[src/rtl/arch_defs_pkg.sv]
// Shared SAP-2 architecture definitions: data width and input-port FSM encoding.
package arch_defs_pkg;

  localparam int DATA_WIDTH     = 8;
  localparam int IN_SYNC_STAGES = 2;

  typedef enum logic [1:0] {
    IN_IDLE,
    IN_HOLD,
    IN_RELEASE
  } in_state_t;

endpackage : arch_defs_pkg

[src/rtl/input_port_if.sv]
// Producer handshake and CPU-side signals of the SAP-2 input port.
interface input_port_if #(
  parameter int DATA_WIDTH = 8
);

  logic [DATA_WIDTH-1:0] ext_data;
  logic                  ext_req;
  logic                  ext_ack;
  logic                  rd_en;
  logic [DATA_WIDTH-1:0] data_out;
  logic                  data_ready;
  logic                  overrun;

  // Port-side view: the input_port block itself.
  modport slave (
    input  ext_data, ext_req, rd_en,
    output ext_ack, data_out, data_ready, overrun
  );

  // Environment view: producer plus control unit / bus mux.
  modport master (
    output ext_data, ext_req, rd_en,
    input  ext_ack, data_out, data_ready, overrun
  );

endinterface : input_port_if

[src/rtl/sync_ff.sv]
// N-stage single-bit synchronizer for asynchronous inputs, async active-low reset.
module sync_ff #(
  parameter int STAGES = 2
) (
  input  logic clk,
  input  logic rst_n,
  input  logic d,
  output logic q
);

  logic [STAGES-1:0] sync_q;

  always_ff @(posedge clk or negedge rst_n) begin
    if (!rst_n) begin
      sync_q <= '0;
    end else begin
      // NOTE: sequential state always uses non-blocking (<=) so every flop samples pre-edge values.
      sync_q <= {sync_q[STAGES-2:0], d};
    end
  end

  assign q = sync_q[STAGES-1];

endmodule : sync_ff

[src/rtl/input_port.sv]
// SAP-2 memory-mapped input port: synchronized 4-phase req/ack capture into a
// holding register, consumed by a one-cycle CPU read strobe.
module input_port
  import arch_defs_pkg::*;
#(
  parameter int DATA_WIDTH  = arch_defs_pkg::DATA_WIDTH,
  parameter int SYNC_STAGES = IN_SYNC_STAGES
) (
  input  logic         clk,
  input  logic         reset,
  input_port_if.slave  bus
);

  if (SYNC_STAGES < 2 || SYNC_STAGES > 4) begin : g_bad_stages
    $error("input_port: SYNC_STAGES must be in 2..4");
  end

  in_state_t             state_q, state_d;
  logic [DATA_WIDTH-1:0] data_q, data_d;
  logic                  ready_q, ready_d;
  logic                  ack_q, ack_d;
  logic                  overrun_q, overrun_d;
  logic                  req_s;

  sync_ff #(
    .STAGES (SYNC_STAGES)
  ) u_req_sync (
    .clk   (clk),
    .rst_n (reset),
    .d     (bus.ext_req),
    .q     (req_s)
  );

  always_ff @(posedge clk or negedge reset) begin
    if (!reset) begin
      state_q   <= IN_IDLE;
      data_q    <= '0;
      ready_q   <= 1'b0;
      ack_q     <= 1'b0;
      overrun_q <= 1'b0;
    end else begin
      state_q   <= state_d;
      data_q    <= data_d;
      ready_q   <= ready_d;
      ack_q     <= ack_d;
      overrun_q <= overrun_d;
    end
  end

  always_comb begin
    // NOTE: every output of this block gets a default first, so no path can infer a latch.
    state_d   = state_q;
    data_d    = data_q;
    ready_d   = ready_q;
    ack_d     = ack_q;
    overrun_d = overrun_q;

    // A read only ever clears the flag; the byte stays visible on data_out.
    if (bus.rd_en) begin
      ready_d = 1'b0;
    end

    unique case (state_q)
      IN_IDLE: begin
        ack_d = 1'b0;
        if (req_s && !ready_q) begin
          data_d  = bus.ext_data;
          ready_d = 1'b1;
          ack_d   = 1'b1;
          state_d = IN_HOLD;
        end else if (req_s) begin
          // Unread byte still held: withhold ack so the producer stalls.
          overrun_d = 1'b1;
        end
      end
      IN_HOLD: begin
        ack_d = 1'b1;
        if (!req_s) begin
          ack_d   = 1'b0;
          state_d = IN_RELEASE;
        end
      end
      IN_RELEASE: begin
        ack_d   = 1'b0;
        state_d = IN_IDLE;
      end
      default: begin
        ack_d   = 1'b0;
        state_d = IN_IDLE;
      end
    endcase
  end

  assign bus.ext_ack    = ack_q;
  assign bus.data_out   = data_q;
  assign bus.data_ready = ready_q;
  assign bus.overrun    = overrun_q;

endmodule : input_port

[src/flat_wrapper.sv]
// flat-port wrapper written by rule: the top's interface ports become plain ports
module input_port_flat import arch_defs_pkg::*;
#(
  parameter int DATA_WIDTH  = arch_defs_pkg::DATA_WIDTH,
  parameter int SYNC_STAGES = IN_SYNC_STAGES
)
  (clk, reset, bus_ext_data, bus_ext_req, bus_rd_en, bus_ext_ack, bus_data_out, bus_data_ready, bus_overrun);
  input_port_if #(.DATA_WIDTH(DATA_WIDTH)) bus_i ();
  input  logic clk;
  input  logic reset;
  input wire logic [$bits(bus_i.ext_data)-1:0] bus_ext_data;
  input wire logic [$bits(bus_i.ext_req)-1:0] bus_ext_req;
  input wire logic [$bits(bus_i.rd_en)-1:0] bus_rd_en;
  output wire logic [$bits(bus_i.ext_ack)-1:0] bus_ext_ack;
  output wire logic [$bits(bus_i.data_out)-1:0] bus_data_out;
  output wire logic [$bits(bus_i.data_ready)-1:0] bus_data_ready;
  output wire logic [$bits(bus_i.overrun)-1:0] bus_overrun;
  assign bus_i.ext_data = bus_ext_data;
  assign bus_i.ext_req = bus_ext_req;
  assign bus_i.rd_en = bus_rd_en;
  assign bus_ext_ack = bus_i.ext_ack;
  assign bus_data_out = bus_i.data_out;
  assign bus_data_ready = bus_i.data_ready;
  assign bus_overrun = bus_i.overrun;
  input_port #(.DATA_WIDTH(DATA_WIDTH), .SYNC_STAGES(SYNC_STAGES)) u_core (.clk(clk), .reset(reset), .bus(bus_i));
endmodule
[config.mk]
export PLATFORM = sky130hd
export DESIGN_NAME = input_port_flat
export DESIGN_NICKNAME = d
export VERILOG_FILES = /design/src/rtl/arch_defs_pkg.sv /design/src/rtl/input_port_if.sv /design/src/rtl/sync_ff.sv /design/src/rtl/input_port.sv /design/src/flat_wrapper.sv
export SDC_FILE = /design/constraint.sdc
export NUM_CORES = 1
export LEC_CHECK = 0
export CAP_MARGIN = 40
export CORE_AREA = 5 5 42 44
export CTS_CLUSTER_DIAMETER = 50
export DETAILED_ROUTE_END_ITERATION = 8
export DIE_AREA = 0 0 47 49
export HOLD_SLACK_MARGIN = 0.15
export MAX_ROUTING_LAYER = met4
export PLACE_DENSITY = 0.77
export REMOVE_ABC_BUFFERS = 1
export SYNTH_ARGS = -nofsm -noshare
export SYNTH_HDL_FRONTEND = slang
export SYNTH_SLANG_ARGS = --single-unit
[constraint.sdc]
create_clock -name clk -period 2.3 [get_ports clk]
set_input_delay 0.575 -clock clk [delete_from_list [all_inputs] [get_ports clk]]
set_output_delay 0.575 -clock clk [all_outputs]
set_load 0.02 [all_outputs]
==> results by group, run 1 <==
Worst hold path
  • Hold crit path type: reg2reg
  • Worst Hold Depth: 0
  • Worst Hold Path EP: u_core.u_req_sync.sync_q[1]$_DFF_PN0_
  • Hold path startpoint: u_core.u_req_sync.sync_q[0]$_DFF_PN0_

STA
  • Worst-Margin Slew: 0.658 ns
  • RSZ-0062 raised after global routing: false
  • Final hold vios: 0
  • Setup violations, final: 0
  • Slew HR: 0.560
  • Max Slew Vio Count: 0
  • Setup TNS: 0 ns
  • Maximum clock rate: 0.525 GHz
  • Period Utilization, post-route: 0.829
  • Clock Skew: 0.00402 ns
  • Tmin final: 1.91 ns

Critical path
  • Reg2reg start: u_core.state_q[1]$_DFFE_PN0P_
  • Crit path kind: reg2out
  • Arrival time at the worst endpoint: 1.33 ns
  • FF-to-FF setup slack: 0.73 ns
  • CP max FO: 4
  • CP endpoint kind: output port
  • Cell family with most CP delay: buffers and inverters
  • Critical Path RT: 1.73 ns
  • CP Cell Sequence: clkdlybuf4s50_1
  • Worst path slowest cell: clkdlybuf4s50_1
  • R2R depth: 2
  • Crit path buffers/inverters: 1
  • Reg-to-reg endpoint: u_core.bus.data_out[2]$_DFFE_PN0P_
  • CP startpoint kind: flop
  • Slowest stage delay, CP: 0.63 ns

Final layout
  • Ant. Diodes: 0
  • Multi-input logic area: 160 um2
  • FF/Latch Area: 375 um2
  • Layout net count: 71
  • Layout cells sized above 1: 0.241
  • Fillers: 122
  • Non-Filler Instances: 74
  • Synth-to-Final Area Change: 49.1%

Clocking
  • Clock sink total: 15
  • H-Tree Level Count: 1
  • Clock slew at reported path FFs: 0.08 ns
  • # resized after CTS: 0
  • TritonCTS clock tree: built
  • Clock Latency Late Sink: 0.27 ns
  • Root Driver: clkbuf_4
  • CTS Hold Buffers Added: 0
  • Total clock buffers created by CTS: 3
  • Post CTS Setup Buffer Count: 0
  • Max clock buf depth: 2

Synth
  • Post-synthesis instance area: 543 um2
  • Synth unique cells: 8
  • Number of synthesized register bits: 15
  • Seq/Total Area, Yosys: 0.691
  • Yosys warns: 0
  • Post-Syn Area per Cell: 17.0 um2
  • Syn Inst Count: 32

Power and ir drop
  • P_sw: 0.000280 W
  • Net Sw Frac: 0.317
  • PD cells: 1090 nW/um2
  • Worst vdd ir: 0.000630 V
  • Seq pwr share: 0.435
  • Internal power: 0.000603 W
  • Clock group share of total power: 0.163
  • Logic gate share of total power: 0.401
  • Leak: 0.339 nW

GRT
  • Gr ovfl total: 0
  • Tot GR Track Use: 0.113
  • Vias in the first global route: 427
  • Largest net degree at the start of global routing: 16
  • Initial antenna violation count: 0
  • First-pass GRT wire length: 1800 um

Placement
  • Input/output buffers: 22
  • Post-Place Cells: 70
  • Placer congestion estimate: 0.731
  • Hpwl dp: 831 um

Status
  • Status: finished, final reports clean

Detailed routing
  • Routed WL per cell: 14.2 um
  • DR vias/cell: 4.69
  • Routed met2 length: 515 um
  • Routed length on met3: 95 um
  • 1st-iter DRT viols: 2
  • Highest routed layer: met3
  • # DRC: 0
  • Via count: 347
  • Routed wire length: 1050 um
  • Routed Antenna Nets: 0
  • TritonRoute pass-1 iters: 4
  • M1 WL: 439 um

Run
  • Max_cap viols: 0

Floorplan
  • Die extent in x: 47 um
  • IO Pins: 23
  • Starting Density: 0.388
  • Core area: 1400 um2
  • Die Y: 49 um
  • Row cnt: 14
  • Die ar.: 2300 um2
## synthesized netlist by cell type, drive strengths merged
library cell | instances | area (um2)
dfrtp | 15 | 375
mux2 | 8 | 90.1
nor3b | 3 | 22.5
inv | 2 | 7.51
a21o | 1 | 8.76
a31o | 1 | 8.76
nor2b | 1 | 6.26
nor4b | 1 | 23.8
## sequential cells by signal, summed over array words and instances (netlist names)
register	count
u_core.u_req_sync.sync_q	2
u_core.bus.ext_ack	1
u_core.bus.data_ready	1
u_core.state_q	2
u_core.bus.data_out	8
u_core.bus.overrun	1
## logic make-up (layout without fill, tap and decap cells)
group	after synthesis	in the layout	share of synthesized area
flip-flops	15	15	0.691
multiplexers	8	8	0.166
AND/OR/NAND/NOR	5	5	0.0968
AO/OA/AOI/OAI	2	2	0.0323
buffers and inverters	2	28	0.0138
## power by group through the flow
stage | clock network [W] | registers [W] | logic, W
after floorplan | 0 | 0.000475 | 0.0000856
after global placement | 0 | 0.000386 | 0.000353
after detailed placement | 0 | 0.000392 | 0.000358
after CTS | 0.000150 | 0.000387 | 0.000360
after global routing | 0.000166 | 0.000399 | 0.000377
final | 0.000144 | 0.000385 | 0.000354
## placed cells by master (no fill, tap or decap)
cell type	netlist	layout
a21o_2	1	1
a31o_2	1	1
clkbuf_1	0	1
clkbuf_4	0	3
clkdlybuf4s50_1	0	22
dfrtp_1	15	15
inv_1	2	2
mux2_2	8	8
nor2b_1	1	1
nor3b_1	3	3
nor4b_4	1	1
## worst max-delay path by stage
stage                                     from  cells after the start                                 end
6_report       u_core.bus.data_ready$_DFF_PN0_                      1                      bus_data_ready
5_1_grt        u_core.bus.data_ready$_DFF_PN0_                      1                      bus_data_ready
4_1_cts        u_core.bus.data_ready$_DFF_PN0_                      1                      bus_data_ready
3_5_place_dp   u_core.bus.data_ready$_DFF_PN0_                      1                      bus_data_ready
3_3_place_gp   u_core.bus.data_ready$_DFF_PN0_                      1                      bus_data_ready
2_1_floorplan  u_core.bus.data_ready$_DFF_PN0_                      2  u_core.bus.data_out[0]$_DFFE_PN0P_
## area by class of cell
type / instances / area share
flip-flops and latches: 15 / 0.464
repair buffers: 22 / 0.272
multi-input cells: 15 / 0.198
clock buffers: 4 / 0.0325
well taps: 16 / 0.0247
inverters: 2 / 0.00927
## per-stage QoR
| stage | worst slack [ns] | util | instance area (um2) | hold WS (ns) | power (W) |
|---|---|---|---|---|---|
| after floorplan | 0.801 | - | 543 | 0.279 | 0.000560 |
| after global placement | 0.710 | 0.559 | 783 | 0.334 | 0.000739 |
| after detailed placement | 0.694 | 0.559 | 783 | 0.350 | 0.000750 |
| after CTS | 0.387 | 0.578 | 810 | 0.370 | 0.000898 |
| after global routing | 0.327 | 0.578 | 810 | 0.381 | 0.000942 |
| final | 0.394 | 0.578 | 810 | 0.363 | 0.000883 |
## routing by layer
layer | vias up | global-route usage
met5 | - | -
met4 | 0 | 0.0553
met3 | 0 | 0.0295
met2 | 15 | 0.167
met1 | 166 | 0.138
li1 | 166 | -
Power figures use the tool's default switching activity.
==> run 2: changes to the inputs <==
Settings changed: CORE_AREA 5 5 42 44 to unset, CORE_MARGIN set to 5, CORE_UTILIZATION set to 39, DIE_AREA 0 0 47 49 to unset, PLACE_DENSITY 0.77 to 0.74.
Clock period 2.3 ns to 1.8 ns, I/O delays scaled along.
==> results by group, run 2 (same netlist as run 1, synthesis figures left out) <==
Critical path
  • Worst path slowest cell: clkdlybuf4s50_1
  • Crit path buffers/inverters: 1 (unchanged)
  • Critical Path RT: 1.35 ns (-0.38 ns)
  • CP max FO: 2 (-2)
  • CP endpoint kind: output port
  • FF-to-FF setup slack: 0.42 ns (-0.31 ns)
  • Slowest stage delay, CP: 0.61 ns (-0.02 ns)
  • R2R depth: 3 (+1)
  • CP startpoint kind: flop
  • Reg2reg start: u_core.state_q[1]$_DFFE_PN0P_
  • Crit path kind: reg2out
  • CP Cell Sequence: clkdlybuf4s50_1
  • Arrival time at the worst endpoint: 1.24 ns (-0.09 ns)
  • Cell family with most CP delay: buffers and inverters
  • Reg-to-reg endpoint: u_core.bus.data_out[2]$_DFFE_PN0P_

Detailed routing
  • Routed WL per cell: 12.8 um (-9.6%)
  • 1st-iter DRT viols: 0 (-2)
  • TritonRoute pass-1 iters: 1 (-3)
  • Via count: 352 (+1.4%)
  • Routed wire length: 962 um (-8.4%)
  • # DRC: 0 (unchanged)
  • DR vias/cell: 4.69 (about the same)
  • Routed Antenna Nets: 0 (unchanged)

Floorplan
  • Core area: 1300 um2 (-7.1%)
  • Die Y: 47.3 um (-3.4%)
  • Starting Density: 0.417 (+0.0298)
  • Die extent in x: 47.3 um (+0.67%)
  • IO Pins: 23 (unchanged)
  • Die ar.: 2240 um2 (-2.8%)
  • Row cnt: 13 (-1)

Clocking
  • TritonCTS clock tree: built
  • Total clock buffers created by CTS: 3 (unchanged)
  • Clock sink total: 15 (unchanged)
  • H-Tree Level Count: 1 (unchanged)
  • Clock slew at reported path FFs: 0.09 ns (about the same)
  • Max clock buf depth: 2 (unchanged)
  • Clock Latency Late Sink: 0.27 ns (about the same)
  • Root Driver: clkbuf_4
  • CTS Hold Buffers Added: 0 (unchanged)

Final layout
  • Most common cell after layout, fill and taps aside: clkdlybuf4s50_1
  • Most frequent cells in the layout: clkdlybuf4s50_1, dfrtp_1, mux2_2
  • Fillers: 98 (-20%)
  • Synth-to-Final Area Change: 52.1%
  • Final instance area: 826 um2 (+2.0%)
  • Non-Filler Instances: 75 (+1.4%)
  • Ant. Diodes: 0 (unchanged)
  • Finished Core Util: 0.635 (+0.0569)
  • Number of flip-flops under the largest register name: 8 (unchanged)
  • Layout net count: 73 (+2.8%)
  • Layout cells sized above 1: 0.267 (+0.0253)

Worst hold path
  • Hold crit path type: reg2reg
  • Worst Hold Depth: 0 (unchanged)
  • Worst Hold Path EP: u_core.u_req_sync.sync_q[1]$_DFF_PN0_
  • Hold path startpoint: u_core.u_req_sync.sync_q[0]$_DFF_PN0_

Placement
  • Post-Place Cells: 71 (+1.4%)
  • DP Area: 797 um2 (+1.8%)
  • Input/output buffers: 22 (unchanged)
  • Placer congestion estimate: 0.688 (-5.9%)
  • Hpwl dp: 725 um (-13%)

Power and ir drop
  • Leak: 0.362 nW (+6.7%)
  • Worst vdd ir: 0.000793 V (+26%)
  • PD cells: 1370 nW/um2 (+25%)

STA
  • Maximum clock rate: 0.593 GHz
  • Period Utilization, post-route: 0.938
  • RSZ-0062 raised after global routing: false
  • Worst hold margin: 0.351 ns (-0.0119 ns)
  • Clock Skew: 0.00472 ns (+0.000700 ns)
  • Tmin final: 1.69 ns
  • Worst-Margin Slew: 0.230 ns (-0.428 ns)
  • Setup TNS: 0 ns (unchanged)
  • Slew HR: 0.846 (+0.286)
  • Final hold vios: 0 (unchanged)
  • Setup violations, final: 0 (unchanged)
  • Max Slew Vio Count: 0 (unchanged)

GRT
  • Tot GR Track Use: 0.112 (-0.000637)
  • Largest net degree at the start of global routing: 16 (unchanged)
  • Vias in the first global route: 355 (-17%)
  • Initial antenna violation count: 0 (unchanged)
  • First-pass GRT wire length: 1650 um (-8.4%)
  • Gr ovfl total: 0 (unchanged)

Status
  • Status: finished, final reports clean

Run
  • Max_cap viols: 0 (unchanged)
[run 2: how the worst max path moves through the flow]
stage | startpoint | endpoint | cells past startpoint
2_1_floorplan | u_core.bus.data_ready$_DFF_PN0_ | u_core.bus.data_out[0]$_DFFE_PN0P_ | 2
3_3_place_gp | u_core.bus.data_ready$_DFF_PN0_ | bus_data_ready | 1
3_5_place_dp | u_core.bus.data_ready$_DFF_PN0_ | bus_data_ready | 1
4_1_cts | u_core.bus.data_ready$_DFF_PN0_ | bus_data_ready | 1
5_1_grt | u_core.bus.data_out[5]$_DFFE_PN0P_ | bus_data_out[5] | 1
6_report | u_core.bus.data_out[7]$_DFFE_PN0P_ | bus_data_out[7] | 1
[run 2: repair_timing]
item | CTS | global route
setup buffers | 0 | 0
endpoints found under the setup margin | 0 | 1
gates resized for setup | 0 | 1
[run 2: layout make-up]
cell class | count | area, um2 | area share
Sequential cell | 15 | 375 | 0.455
Timing Repair Buffer | 24 | 238 | 0.288
Multi-Input combinational cell | 15 | 160 | 0.194
Clock buffer | 4 | 26.3 | 0.0318
Tap cell | 15 | 18.8 | 0.0227
Inverter | 2 | 7.51 | 0.00909
[run 2: per-stage QoR]
stage	total power (W)	worst slack [ns]
final	0.00113	0.112
after global placement	0.000955	0.332
after CTS	0.00115	0.00829
after detailed placement	0.000959	0.320
after floorplan	0.000716	0.301
after global routing	0.00120	0.0541
[run 2: per-layer routing]
layer  routed length (um)  track usage  vias to the layer above
met5                    0            -                        -
met4                    0       0.0497                        0
met3                   68       0.0307                        0
met2                  476        0.155                       11
met1                  417        0.152                      174
li1                     -            -                      167
[run 2: report_power, final]
group | internal (W) | leakage (nW) | switching, W
clock network | 0.0000858 | 0.0150 | 0.0000988
registers | 0.000433 | 0.176 | 0.0000542
logic | 0.000256 | 0.171 | 0.000199
